**src/rtl/descrambler_pkg.sv**
```systemverilog
// -----------------------------------------------------------------------------
// descrambler_pkg
//   Shared main-link scrambling definitions. The scrambler and the descrambler
//   both import this package, so the two ends of the link stay bit-for-bit
//   identical.
//
//   Contents:
//     SYM_SR, SYM_BS         K-code values for the scrambler reset (K28.0) and
//                            the blanking start (K28.5) symbols
//     LFSR_SEED, LFSR_TAPS   seed value and Galois tap mask for the polynomial
//                            x^16 + x^5 + x^4 + x^3 + 1
//     ST_HUNT, ST_LOCKED     encodings of the lock FSM states
//     lfsr_step_t            result of one symbol step: next state and key byte
//     lfsr_step8()           advances the LFSR by 8 bits and returns the key
// -----------------------------------------------------------------------------
package descrambler_pkg;

    localparam logic [7:0]  SYM_SR    = 8'h1C;
    localparam logic [7:0]  SYM_BS    = 8'hBC;
    localparam logic [15:0] LFSR_SEED = 16'hFFFF;
    localparam logic [15:0] LFSR_TAPS = 16'h0039;

    // The lock FSM states are plain constants so that older tools and
    // netlists that expect a raw state vector can still use them.
    localparam logic [0:0] ST_HUNT   = 1'b0;
    localparam logic [0:0] ST_LOCKED = 1'b1;

    typedef struct packed {
        logic [15:0] state;
        logic [7:0]  key;
    } lfsr_step_t;

    // One symbol worth of keystream. Key bit i is the LFSR MSB before the
    // i-th shift, and it is applied to data bit i (bit 0 first on the wire).
    function automatic lfsr_step_t lfsr_step8(input logic [15:0] state);
        lfsr_step_t res;
        logic [15:0] s;
        // NOTE: blocking assignments here are intentional. Each loop
        // iteration must see the value produced by the previous one.
        s       = state;
        res.key = '0;
        for (int i = 0; i < 8; i++) begin
            res.key[i] = s[15];
            s = {s[14:0], 1'b0} ^ (s[15] ? LFSR_TAPS : 16'h0000);
        end
        res.state = s;
        return res;
    endfunction

endpackage

```
**src/rtl/descrambler_sym.sv**
```systemverilog
// -----------------------------------------------------------------------------
// descrambler_sym
//   Purely combinational descrambling of one 8-bit symbol. The top instantiates
//   two copies and chains them: the low symbol's lfsr_out feeds the high
//   symbol's lfsr_in.
//
//   Ports:
//     dat      in   8   received (scrambled) symbol
//     isk      in   1   K flag for dat
//     lfsr_in  in   16  LFSR state seen by this symbol
//     dat_out  out  8   descrambled symbol (K symbols pass unchanged)
//     lfsr_out out  16  LFSR state handed to the next symbol
//     is_sr    out  1   dat is SR (K28.0)
//     is_bs    out  1   dat is BS (K28.5)
// -----------------------------------------------------------------------------
module descrambler_sym
    import descrambler_pkg::*;
(
    input  logic [7:0]  dat,
    input  logic        isk,
    input  logic [15:0] lfsr_in,
    output logic [7:0]  dat_out,
    output logic [15:0] lfsr_out,
    output logic        is_sr,
    output logic        is_bs
);

    lfsr_step_t step;

    always_comb begin
        step  = lfsr_step8(lfsr_in);
        is_sr = isk && (dat == SYM_SR);
        is_bs = isk && (dat == SYM_BS);

        // K symbols are never scrambled. Non-SR K codes still consume 8 key
        // bits, so the data that follows stays in step with the scrambler.
        dat_out = isk ? dat : (dat ^ step.key);

        // SR reseeds without advancing, so the very next symbol (even the high
        // symbol of this same cycle) is keyed from the fresh seed.
        lfsr_out = is_sr ? LFSR_SEED : step.state;
    end

endmodule

```
**src/rtl/descrambler.sv**
```systemverilog
// -----------------------------------------------------------------------------
// descrambler
//   Sink-side inverse of the per-lane scrambler. It recovers the plain
//   main-link symbols from one lane's scrambled stream (2 symbols per cycle)
//   and tracks SR alignment. Descrambling runs whether or not the block is
//   locked; locked only qualifies the output. Latency is one cycle and the
//   block never stalls.
//
//   Parameters:
//     BSMAX    number of BS symbols tolerated since the last SR before lock is
//              dropped
//
//   Ports:
//     dpclk    in   1   link clock, all logic on posedge
//     reset    in   1   asynchronous, active-high
//     indat    in   16  scrambled symbols, [7:0] first, [15:8] second
//     inisk    in   2   K flags, bit0 <-> [7:0], bit1 <-> [15:8]
//     outdat   out  16  descrambled symbols, same lane order
//     outisk   out  2   inisk delayed to align with outdat
//     locked   out  1   SR seen and BS budget not exceeded
//     srseen   out  1   one-cycle pulse with outdat when either symbol was SR
// -----------------------------------------------------------------------------
module descrambler
    import descrambler_pkg::*;
#(
    parameter int BSMAX = 520
) (
    input  logic        dpclk,
    input  logic        reset,
    input  logic [15:0] indat,
    input  logic [1:0]  inisk,
    output logic [15:0] outdat,
    output logic [1:0]  outisk,
    output logic        locked,
    output logic        srseen
);

    // The counter must be able to hold BSMAX+2, because up to two BS
    // symbols can arrive in the cycle that crosses the limit.
    localparam int               CNT_W    = $clog2(BSMAX + 3);
    localparam logic [CNT_W-1:0] CNT_MAX  = '1;
    localparam logic [CNT_W-1:0] BS_LIMIT = CNT_W'(BSMAX);

    // -------------------------------------------------------------------------
    // State
    // -------------------------------------------------------------------------
    logic [15:0]      lfsr_q,   lfsr_d;
    logic [15:0]      outdat_q, outdat_d;
    logic [1:0]       outisk_q, outisk_d;
    logic             locked_q, locked_d;
    logic             srseen_q, srseen_d;
    logic [0:0]       state_q,  state_d;
    logic [CNT_W-1:0] bscnt_q,  bscnt_d;

    // -------------------------------------------------------------------------
    // Per-symbol descrambling, low symbol first
    // -------------------------------------------------------------------------
    logic [7:0]  lo_dat, hi_dat;
    logic [15:0] lo_lfsr, hi_lfsr;
    logic        lo_sr, lo_bs, hi_sr, hi_bs;

    descrambler_sym u_sym_lo (
        .dat      (indat[7:0]),
        .isk      (inisk[0]),
        .lfsr_in  (lfsr_q),
        .dat_out  (lo_dat),
        .lfsr_out (lo_lfsr),
        .is_sr    (lo_sr),
        .is_bs    (lo_bs)
    );

    descrambler_sym u_sym_hi (
        .dat      (indat[15:8]),
        .isk      (inisk[1]),
        .lfsr_in  (lo_lfsr),
        .dat_out  (hi_dat),
        .lfsr_out (hi_lfsr),
        .is_sr    (hi_sr),
        .is_bs    (hi_bs)
    );

    // -------------------------------------------------------------------------
    // Lock FSM and BS budget counter
    // -------------------------------------------------------------------------
    logic             any_sr;
    logic [1:0]       bs_add;
    logic [CNT_W:0]   bscnt_sum;

    always_comb begin
        // NOTE: every _d signal gets a default before any branch. That way no
        // path leaves a signal unassigned and no latch is inferred.
        state_d  = state_q;
        bscnt_d  = bscnt_q;

        any_sr    = lo_sr | hi_sr;
        bs_add    = {1'b0, lo_bs} + {1'b0, hi_bs};
        bscnt_sum = {1'b0, bscnt_q} + {{(CNT_W-1){1'b0}}, bs_add};

        case (state_q)
            ST_LOCKED: begin
                if (any_sr) begin
                    // SR wins over any BS in the same cycle.
                    bscnt_d = '0;
                end else begin
                    if (bscnt_sum > {1'b0, CNT_MAX}) begin
                        bscnt_d = CNT_MAX;
                    end else begin
                        bscnt_d = bscnt_sum[CNT_W-1:0];
                    end
                    if (bscnt_d > BS_LIMIT) begin
                        state_d = ST_HUNT;
                    end
                end
            end
            default: begin
                if (any_sr) begin
                    state_d = ST_LOCKED;
                    bscnt_d = '0;
                end
            end
        endcase

        // The status outputs reflect the state after this cycle's symbols.
        // They are therefore registered alongside the data that caused them.
        locked_d = (state_d == ST_LOCKED);
        srseen_d = any_sr;

        outdat_d = {hi_dat, lo_dat};
        outisk_d = inisk;
        lfsr_d   = hi_lfsr;
    end

    // NOTE: sequential state uses non-blocking assignments only, so every flop
    // samples the values from before the clock edge.
    always_ff @(posedge dpclk or posedge reset) begin
        if (reset) begin
            lfsr_q   <= LFSR_SEED;
            outdat_q <= '0;
            outisk_q <= '0;
            locked_q <= 1'b0;
            srseen_q <= 1'b0;
            state_q  <= ST_HUNT;
            bscnt_q  <= '0;
        end else begin
            lfsr_q   <= lfsr_d;
            outdat_q <= outdat_d;
            outisk_q <= outisk_d;
            locked_q <= locked_d;
            srseen_q <= srseen_d;
            state_q  <= state_d;
            bscnt_q  <= bscnt_d;
        end
    end

    assign outdat = outdat_q;
    assign outisk = outisk_q;
    assign locked = locked_q;
    assign srseen = srseen_q;

endmodule
```
**config.mk**
```make
export PLATFORM = sky130hd
export DESIGN_NAME = descrambler
export DESIGN_NICKNAME = d
export VERILOG_FILES = /design/src/rtl/descrambler_pkg.sv /design/src/rtl/descrambler_sym.sv /design/src/rtl/descrambler.sv
export SDC_FILE = /design/constraint.sdc
export NUM_CORES = 1
export LEC_CHECK = 0
export CAP_MARGIN = 25
export CORE_UTILIZATION = 38
export CTS_BUF_LIST = sky130_fd_sc_hd__clkbuf_4
export CTS_CLUSTER_DIAMETER = 60
export DETAILED_ROUTE_END_ITERATION = 8
export PLACE_DENSITY_LB_ADDON = 0.15
export SKIP_LAST_GASP = 1
export SLEW_MARGIN = 20
export SYNTH_ARGS = -nofsm -noshare
export SYNTH_HDL_FRONTEND = slang
export SYNTH_SLANG_ARGS = --single-unit
```
**constraint.sdc**
```tcl
create_clock -name dpclk -period 2.7 [get_ports dpclk]
set_input_delay 0.54 -clock dpclk [delete_from_list [all_inputs] [get_ports dpclk]]
set_output_delay 0.54 -clock dpclk [all_outputs]
set_load 0.01 [all_outputs]
```
==> impl_metrics.csv, run 1 <==
group,metric,value,unit
synth,synth_adder_area_share,1.74,%
synth,synth.area.mux_share,0.818,%
synth,syn_area_per_cell,11.0,um^2
critical_path,cpPeakStageDelay,0.41,ns
synth,synthCells,223,
critical_path,arrival,2.89,ns
critical_path,start_kind,"primary input",
clock_tree,hold_buffers,0,
synth,synth_xor_xnor_area_share,22.2,%
synth,ys_seq_area_share,47.8,%
power_and_ir_drop,power,4.07,mW
clock_tree,insertion_delay,0.35,ns
synth,yosysWarnings,0,
placed_design,gp_congestion,0.788,
placed_design,dp_hpwl,3.52,mm
sta,skew,0.0120,ns
clock_tree,cts_sinks,46,
floorplanning,rows,28,
sta,min_period_over_period,98.0,%
critical_path,required,2.94,ns
final_layout,final_net_count,317,
sta,drv_slew,0,
routing,ant_nets,0,
routing,drc_errors,0,
critical_path,reg2reg_slack,0.55,ns
sta,finalHoldViolations,0,
final_layout,antenna_cells,0,
placed_design,numPlacedInstances,359,
routing,wl,5.07,mm
grt,grt_usage,17.2,%
grt,grt_pass1_vias,1799,
final_layout,multi_input_area,0.00129,mm^2
synth,synth_simple_gate_area_share,14.4,%
floorplanning,coreArea,0.00606,mm^2
placed_design,port_buffers,39,
placed_design,dp_slack,-0.606,ns
clock_tree,cts_buffers,5,
critical_path,crit_buf_inv,2,
routing,vias,1779,
placed_design,place_area,0.00312,mm^2
synth,synth-compound-area-share,9.30,%
min_path,hp-class,"primary input to flop",
final_layout,final_cell_count_no_fill,371,
synth,syn_nets,245,
power_and_ir_drop,power_density,1230,mW/mm^2
final_layout,syn2layout_area_growth,35.4,%
floorplanning,die_w,82.3,um
critical_path,path_cells,"clkdlybuf4s50_1 -> and2_1 -> and4_4 -> fa_2 -> ha_4 -> and3_4 -> and2_4 -> buf_4 -> o21ai_4 -> a211oi_2 -> a221o_2",
synth,ys_types,40,
critical_path,cp-end-kind,"flop",
routing,drtPass1Iterations,4,
sta,timing.slew.headroom,61.7,%
sta,setup_viol,0,
grt,grt_max_degree,47,
routing,via_per_inst,4.80,
floorplanning,start_util,40.4,%
floorplanning,die_area,0.00677,mm^2
critical_path,crit_family,"simple AND/OR/NAND/NOR gates",
grt,grt-ovfl-total,0,
final_layout,drive_gt1_share,29.4,%
critical_path,r2r-start,"bscnt_q[0]$_DFFE_PP0P_",
min_path,hold_depth,3,
grt,antenna_found_initial,0,
sta,period_minus_slack,2.65,ns
floorplanning,die_h,82.3,um
critical_path,crit_path_top_delay_cell,"clkdlybuf4s50_1",
critical_path,r2r_end,"state_q$_DFF_PP0_",
clock_tree,cts_tree,"built",
outcome,status,"finished clean",
sta,setup_slack,0.0532,ns
sta,max_freq,378,MHz
sta,worstMarginPinSlew,0.575,ns
synth,netlist_area,0.00245,mm^2
critical_path,path_class,"primary input to flop",
min_path,min_to,"outdat[14]$_DFF_PP0_",
final_layout,fin_area,0.00331,mm^2
critical_path,cp_max_fo,3,
final_layout,fillers,549,
critical_path,r2r_cells,8,
power_and_ir_drop,ir_drop,0.619,mV
routing,first_iter_violations,113,
clock_tree,cts-root-buf,"clkbuf_4",
routing,wire_per_inst,13.7,um
clock_tree,clk_pin_slew_worst_paths,0.13,ns
clock_tree,cts_buffer_depth,2,
final_layout,seqCellArea,0.00117,mm^2
synth,synth-seq-cells,46,
job,maxCapViolCount,0,
min_path,holdCritStartpoint,"indat[14]",
floorplanning,ios,40,
grt,grt_pass1_wl,8.68,mm
clock_tree,cts_max_level,2,
power_and_ir_drop,p_leak,1.42,nW
synth,synth_top_family_by_area,"XOR/XNOR gates",
==> cell usage after synthesis (all sizes together) <==
cell type / instances / area share (%)
xnor2: 48 / 17
dfrtp: 30 / 31
dfstp: 16 / 17
nand2: 16 / 2.5
xor2: 14 / 5.0
a21oi: 10 / 2.0
o21ai: 10 / 2.0
nand2b: 8 / 2.0
nor2: 7 / 1.1
a211oi: 5 / 2.1
and4: 5 / 1.8
buf: 5 / 2.1
clkbuf: 5 / 0.77
nor3: 5 / 1.2
and2: 4 / 1.1
and3: 4 / 1.0
a311oi: 3 / 1.1
inv: 3 / 0.46
nand4: 3 / 0.77
o21bai: 3 / 0.92
or3: 3 / 0.77
mux2i: 2 / 0.82
nand3: 2 / 0.41
a221o: 1 / 0.46
a221oi: 1 / 0.36
a31oi: 1 / 0.26
and2b: 1 / 0.36
clkinv: 1 / 0.36
fa: 1 / 0.82
ha: 1 / 0.51
maj3: 1 / 0.41
nand4b: 1 / 0.36
nor2b: 1 / 0.26
nor4bb: 1 / 0.41
or2b: 1 / 0.36
==> worst reg2reg max path: cells and delay by family (launching register included) <==
kind / cells / cell delay, ns
buf+inv: 1 / 0.14
simple gates: 2 / 0.33
flops: 1 / 0.43
compound gates: 3 / 0.52
fa+ha+maj: 2 / 0.63
==> metal layers <==
| metal | part of all wire, % | vias to the layer above | global-route usage, % |
|---|---|---|---|
| li1 | - | 894 | - |
| met1 | 49 | 837 | 23.8 |
| met2 | 46 | 46 | 26.9 |
| met3 | 4.4 | 2 | 4.18 |
| met4 | 0.53 | 0 | 4.21 |
| met5 | 0 | - | 0 |
==> final cells by class <==
type / instances / share of cell area [%]
clock buffer: 5 / 1.13
clock inverter: 3 / 1.21
inverter: 4 / 0.604
multi-input combinational: 163 / 38.8
sequential: 46 / 35.3
tap: 75 / 2.83
timing repair buffer: 75 / 20.1
==> layout by cell type (no fill, tap or decap), drive strengths merged, types with 5 or more instances in the layout <==
| master | instances |
|---|---|
| xnor2 | 48 |
| buf | 36 |
| clkdlybuf4s50 | 31 |
| dfrtp | 30 |
| nand2 | 16 |
| dfstp | 16 |
| xor2 | 14 |
| a21oi | 10 |
| o21ai | 10 |
| nand2b | 8 |
| nor2 | 7 |
| clkbuf | 5 |
| nor3 | 5 |
| a211oi | 5 |
| and4 | 5 |
==> state kept, by name (all words and copies together), names as in the netlist <==
signal / count
bscnt_q: 10
srseen: 1
lfsr_q: 16
outisk: 2
outdat: 16
state_q: 1
==> report_power, final <==
| group | switching (mW) | internal [mW] | leakage (nW) | total (mW) |
|---|---|---|---|---|
| combinational | 1.04 | 1.24 | 0.851 | 2.28 |
| sequential | 0.267 | 1.11 | 0.528 | 1.38 |
| clock | 0.220 | 0.192 | 0.0450 | 0.412 |
| total | 1.53 | 2.54 | 1.42 | 4.07 |
==> stage by stage <==
| step | TNS, ns | util (%) | hold slack, ns |
|---|---|---|---|
| floorplan | -0.0163 | - | 0.515 |
| global placement | -4.98 | 51.4 | 0.553 |
| detailed placement | -5.56 | 51.4 | 0.567 |
| CTS | 0 | 53.6 | 0.570 |
| global route | -0.0253 | 54.7 | 0.471 |
| finish | 0 | 54.7 | 0.466 |
==> cells by family (layout without fill, tap and decap cells) <==
kind of cell,Yosys count,in the layout
xor gates and xnor gates,62,62
AOI/OAI and AO/OA,34,34
muxes,2,2
buffers and inverters,14,87
DFF,46,46
and+or+nand+nor,62,62
adders and majority gates,3,3
==> how the worst max path moves through the flow <==
stage	start	endpoint	slack, ns	cells past startpoint
after floorplan	inisk[1]	state_q$_DFF_PP0_	-0.02	10
after global placement	indat[3]	state_q$_DFF_PP0_	-0.57	10
after detailed placement	indat[3]	bscnt_q[5]$_DFFE_PP0P_	-0.61	12
after CTS	indat[14]	state_q$_DFF_PP0_	0.006	9
after global routing	indat[8]	bscnt_q[2]$_DFFE_PP0P_	-0.01	11
final	indat[15]	state_q$_DFF_PP0_	0.05	11
==> repair_timing <==
action                                  in CTS  in global routing
endpoints found under the hold margin        0                  0
resized for setup                           14                 15
endpoints found under the setup margin      10                  7
pin swaps                                    9                  7
buffers inserted                             3                  1
No activity file was read; power rests on OpenSTA's default activity.
==> run 2, diff against run 1 <==
Settings changed: CORE_MARGIN from default to 3.
==> run 2 against run 1 <==
Non-clock buffer count down 1. Critical endpoint unchanged. First-iteration DRC count down 34%. Global-route usage down 1.2 points. Final cell count down 0.27%. Sequential share of layout area up 0.54 points. Count of clock-buffer cells in the layout up 1. Register-to-register slack better by 0.03 ns.
==> impl_metrics.csv, run 2 (same netlist as run 1, synthesis figures left out) <==
group,metric,value,unit
sta,finalHoldViolations,0,
sta,setup_viol,0,
clock_tree,cts_buffer_depth,2,
clock_tree,hold_buffers,0,
floorplanning,die_h,86.3,um
routing,ant_nets,0,
sta,skew,0.0110,ns
outcome,status,"finished clean",
critical_path,cp_max_fo,3,
final_layout,final_net_count,316,
critical_path,r2r_end,"state_q$_DFF_PP0_",
clock_tree,cts_max_level,2,
clock_tree,cts_sinks,46,
power_and_ir_drop,ir_drop,0.615,mV
critical_path,required,2.94,ns
grt,grt_pass1_vias,1921,
routing,via_per_inst,4.91,
final_layout,fin_area,0.00326,mm^2
routing,drc_errors,0,
final_layout,final_cell_count_no_fill,370,
critical_path,r2r_cells,9,
floorplanning,ios,40,
final_layout,most-common-layout-cells,"xnor2_1, buf_4, dfrtp_1, clkdlybuf4s50_1",
placed_design,port_buffers,39,
final_layout,drive_gt1_share,28.5,%
job,maxCapViolCount,0,
routing,vias,1817,
critical_path,cp-end-kind,"flop",
critical_path,arrival,2.87,ns
clock_tree,cts-root-buf,"clkbuf_4",
critical_path,startpoint,"indat[15]",
clock_tree,cts_buffers,5,
routing,first_iter_violations,75,
grt,grt_max_degree,47,
routing,wl,5.45,mm
clock_tree,insertion_delay,0.35,ns
grt,grt-ovfl-total,0,
grt,grt_usage,15.9,%
placed_design,dp_hpwl,3.79,mm
floorplanning,rows,28,
sta,max_freq,381,MHz
critical_path,reg2reg_slack,0.58,ns
grt,grt_pass1_wl,9.27,mm
critical_path,path_class,"primary input to flop",
placed_design,numPlacedInstances,356,
routing,wire_per_inst,14.7,um
sta,min_period_over_period,97.2,%
floorplanning,start_util,40.2,%
critical_path,start_kind,"primary input",
critical_path,crit_end,"state_q$_DFF_PP0_",
floorplanning,coreArea,0.00610,mm^2
clock_tree,cts_tree,"built",
min_path,hp-class,"primary input to flop",
sta,drv_slew,0,
critical_path,r2r-start,"bscnt_q[0]$_DFFE_PP0P_",
final_layout,antenna_cells,0,
final_layout,final_common_cell,"xnor2_1",
sta,worstMarginPinSlew,0.577,ns
final_layout,fillers,572,
floorplanning,die_w,86.3,um
grt,antenna_found_initial,0,
placed_design,place_area,0.00309,mm^2
sta,period_minus_slack,2.63,ns
clock_tree,clk_pin_slew_worst_paths,0.13,ns
sta,holdWs,0.489,ns
placed_design,gp_congestion,0.816,
final_layout,syn2layout_area_growth,33.3,%
routing,drtPass1Iterations,4,
floorplanning,die_area,0.00744,mm^2
power_and_ir_drop,power_density,1210,mW/mm^2
power_and_ir_drop,p_leak,1.39,nW
sta,timing.slew.headroom,61.5,%
sta,tns,0,ns
[run 2: changes by cell type in the layout (fill, tap and decap cells not counted), sizes merged]
cell / previous run / this run
dlygate4sd2: 4 / 5
buf: 36 / 35
bufinv: 1 / 0
clkdlybuf4s50: 31 / 30
clkbuf: 5 / 6
[run 2: worst min-delay path by stage]
stage / from / endpoint / slack, ns / cells past startpoint
global route: indat[10] / outdat[10]$_DFF_PP0_ / 0.50 / 3
global placement: bscnt_q[3]$_DFFE_PP0P_ / bscnt_q[3]$_DFFE_PP0P_ / 0.56 / 2
floorplan: bscnt_q[2]$_DFFE_PP0P_ / bscnt_q[2]$_DFFE_PP0P_ / 0.52 / 1
finish: indat[10] / outdat[10]$_DFF_PP0_ / 0.49 / 3
detailed placement: lfsr_q[11]$_DFF_PP1_ / outdat[4]$_DFF_PP0_ / 0.57 / 2
CTS: indat[14] / outdat[14]$_DFF_PP0_ / 0.56 / 3
[run 2: where the power goes]
part           total [mW]  leakage, nW  internal (mW)  switching [mW]
sequential           1.38        0.528           1.11           0.267
clock               0.324       0.0331          0.108           0.215
combinational        2.26        0.833           1.22            1.04
total                3.96         1.39           2.44            1.53
[run 2: area by class of cell]
class	instances	area (um^2)	share of cell area (%)
multi-input cells	163	1270	38.9
flip-flops and latches	46	1170	35.9
repair buffers	74	657	20.1
well taps	75	93.8	2.87
clock buffers	6	45.0	1.38
inverters	4	20.0	0.613
clock inverters	2	8.76	0.268
[run 2: layer usage]
layer	vias to the layer above	global-route usage [%]	part of all wire [%]	wire (um)
li1	896	-	-	-
met1	872	21.2	46	2530
met2	44	26.1	47	2580
met3	5	3.99	5.2	283
met4	0	4.11	1.2	64
met5	-	0	0	0
[run 2: worst max-delay path, stage by stage]
cell and delay (ns):
clkdlybuf4s50_1 0.41, and2_1 0.16, and4_4 0.18, fa_2 0.38
ha_4 0.19, buf_4 0.12, buf_4 0.11, buf_4 0.14
xnor2_1 0.11, nand3_1 0.10, a211oi_2 0.08, a221o_2 0.35
[run 2: stage by stage]
step | power [mW] | utilization (%) | setup slack [ns]
finish | 3.96 | 53.6 | 0.0746
global route | 4.33 | 53.6 | -0.00879
floorplan | 3.12 | - | -0.0163
detailed placement | 3.66 | 50.8 | -0.608
CTS | 4.02 | 52.6 | 0.0266
global placement | 3.61 | 50.8 | -0.586
[run 2: repair_timing]
action,in CTS,in global routing
pin swaps,10,13
resized for setup,17,10
setup buffers,3,3
setup endpoints to repair,10,6
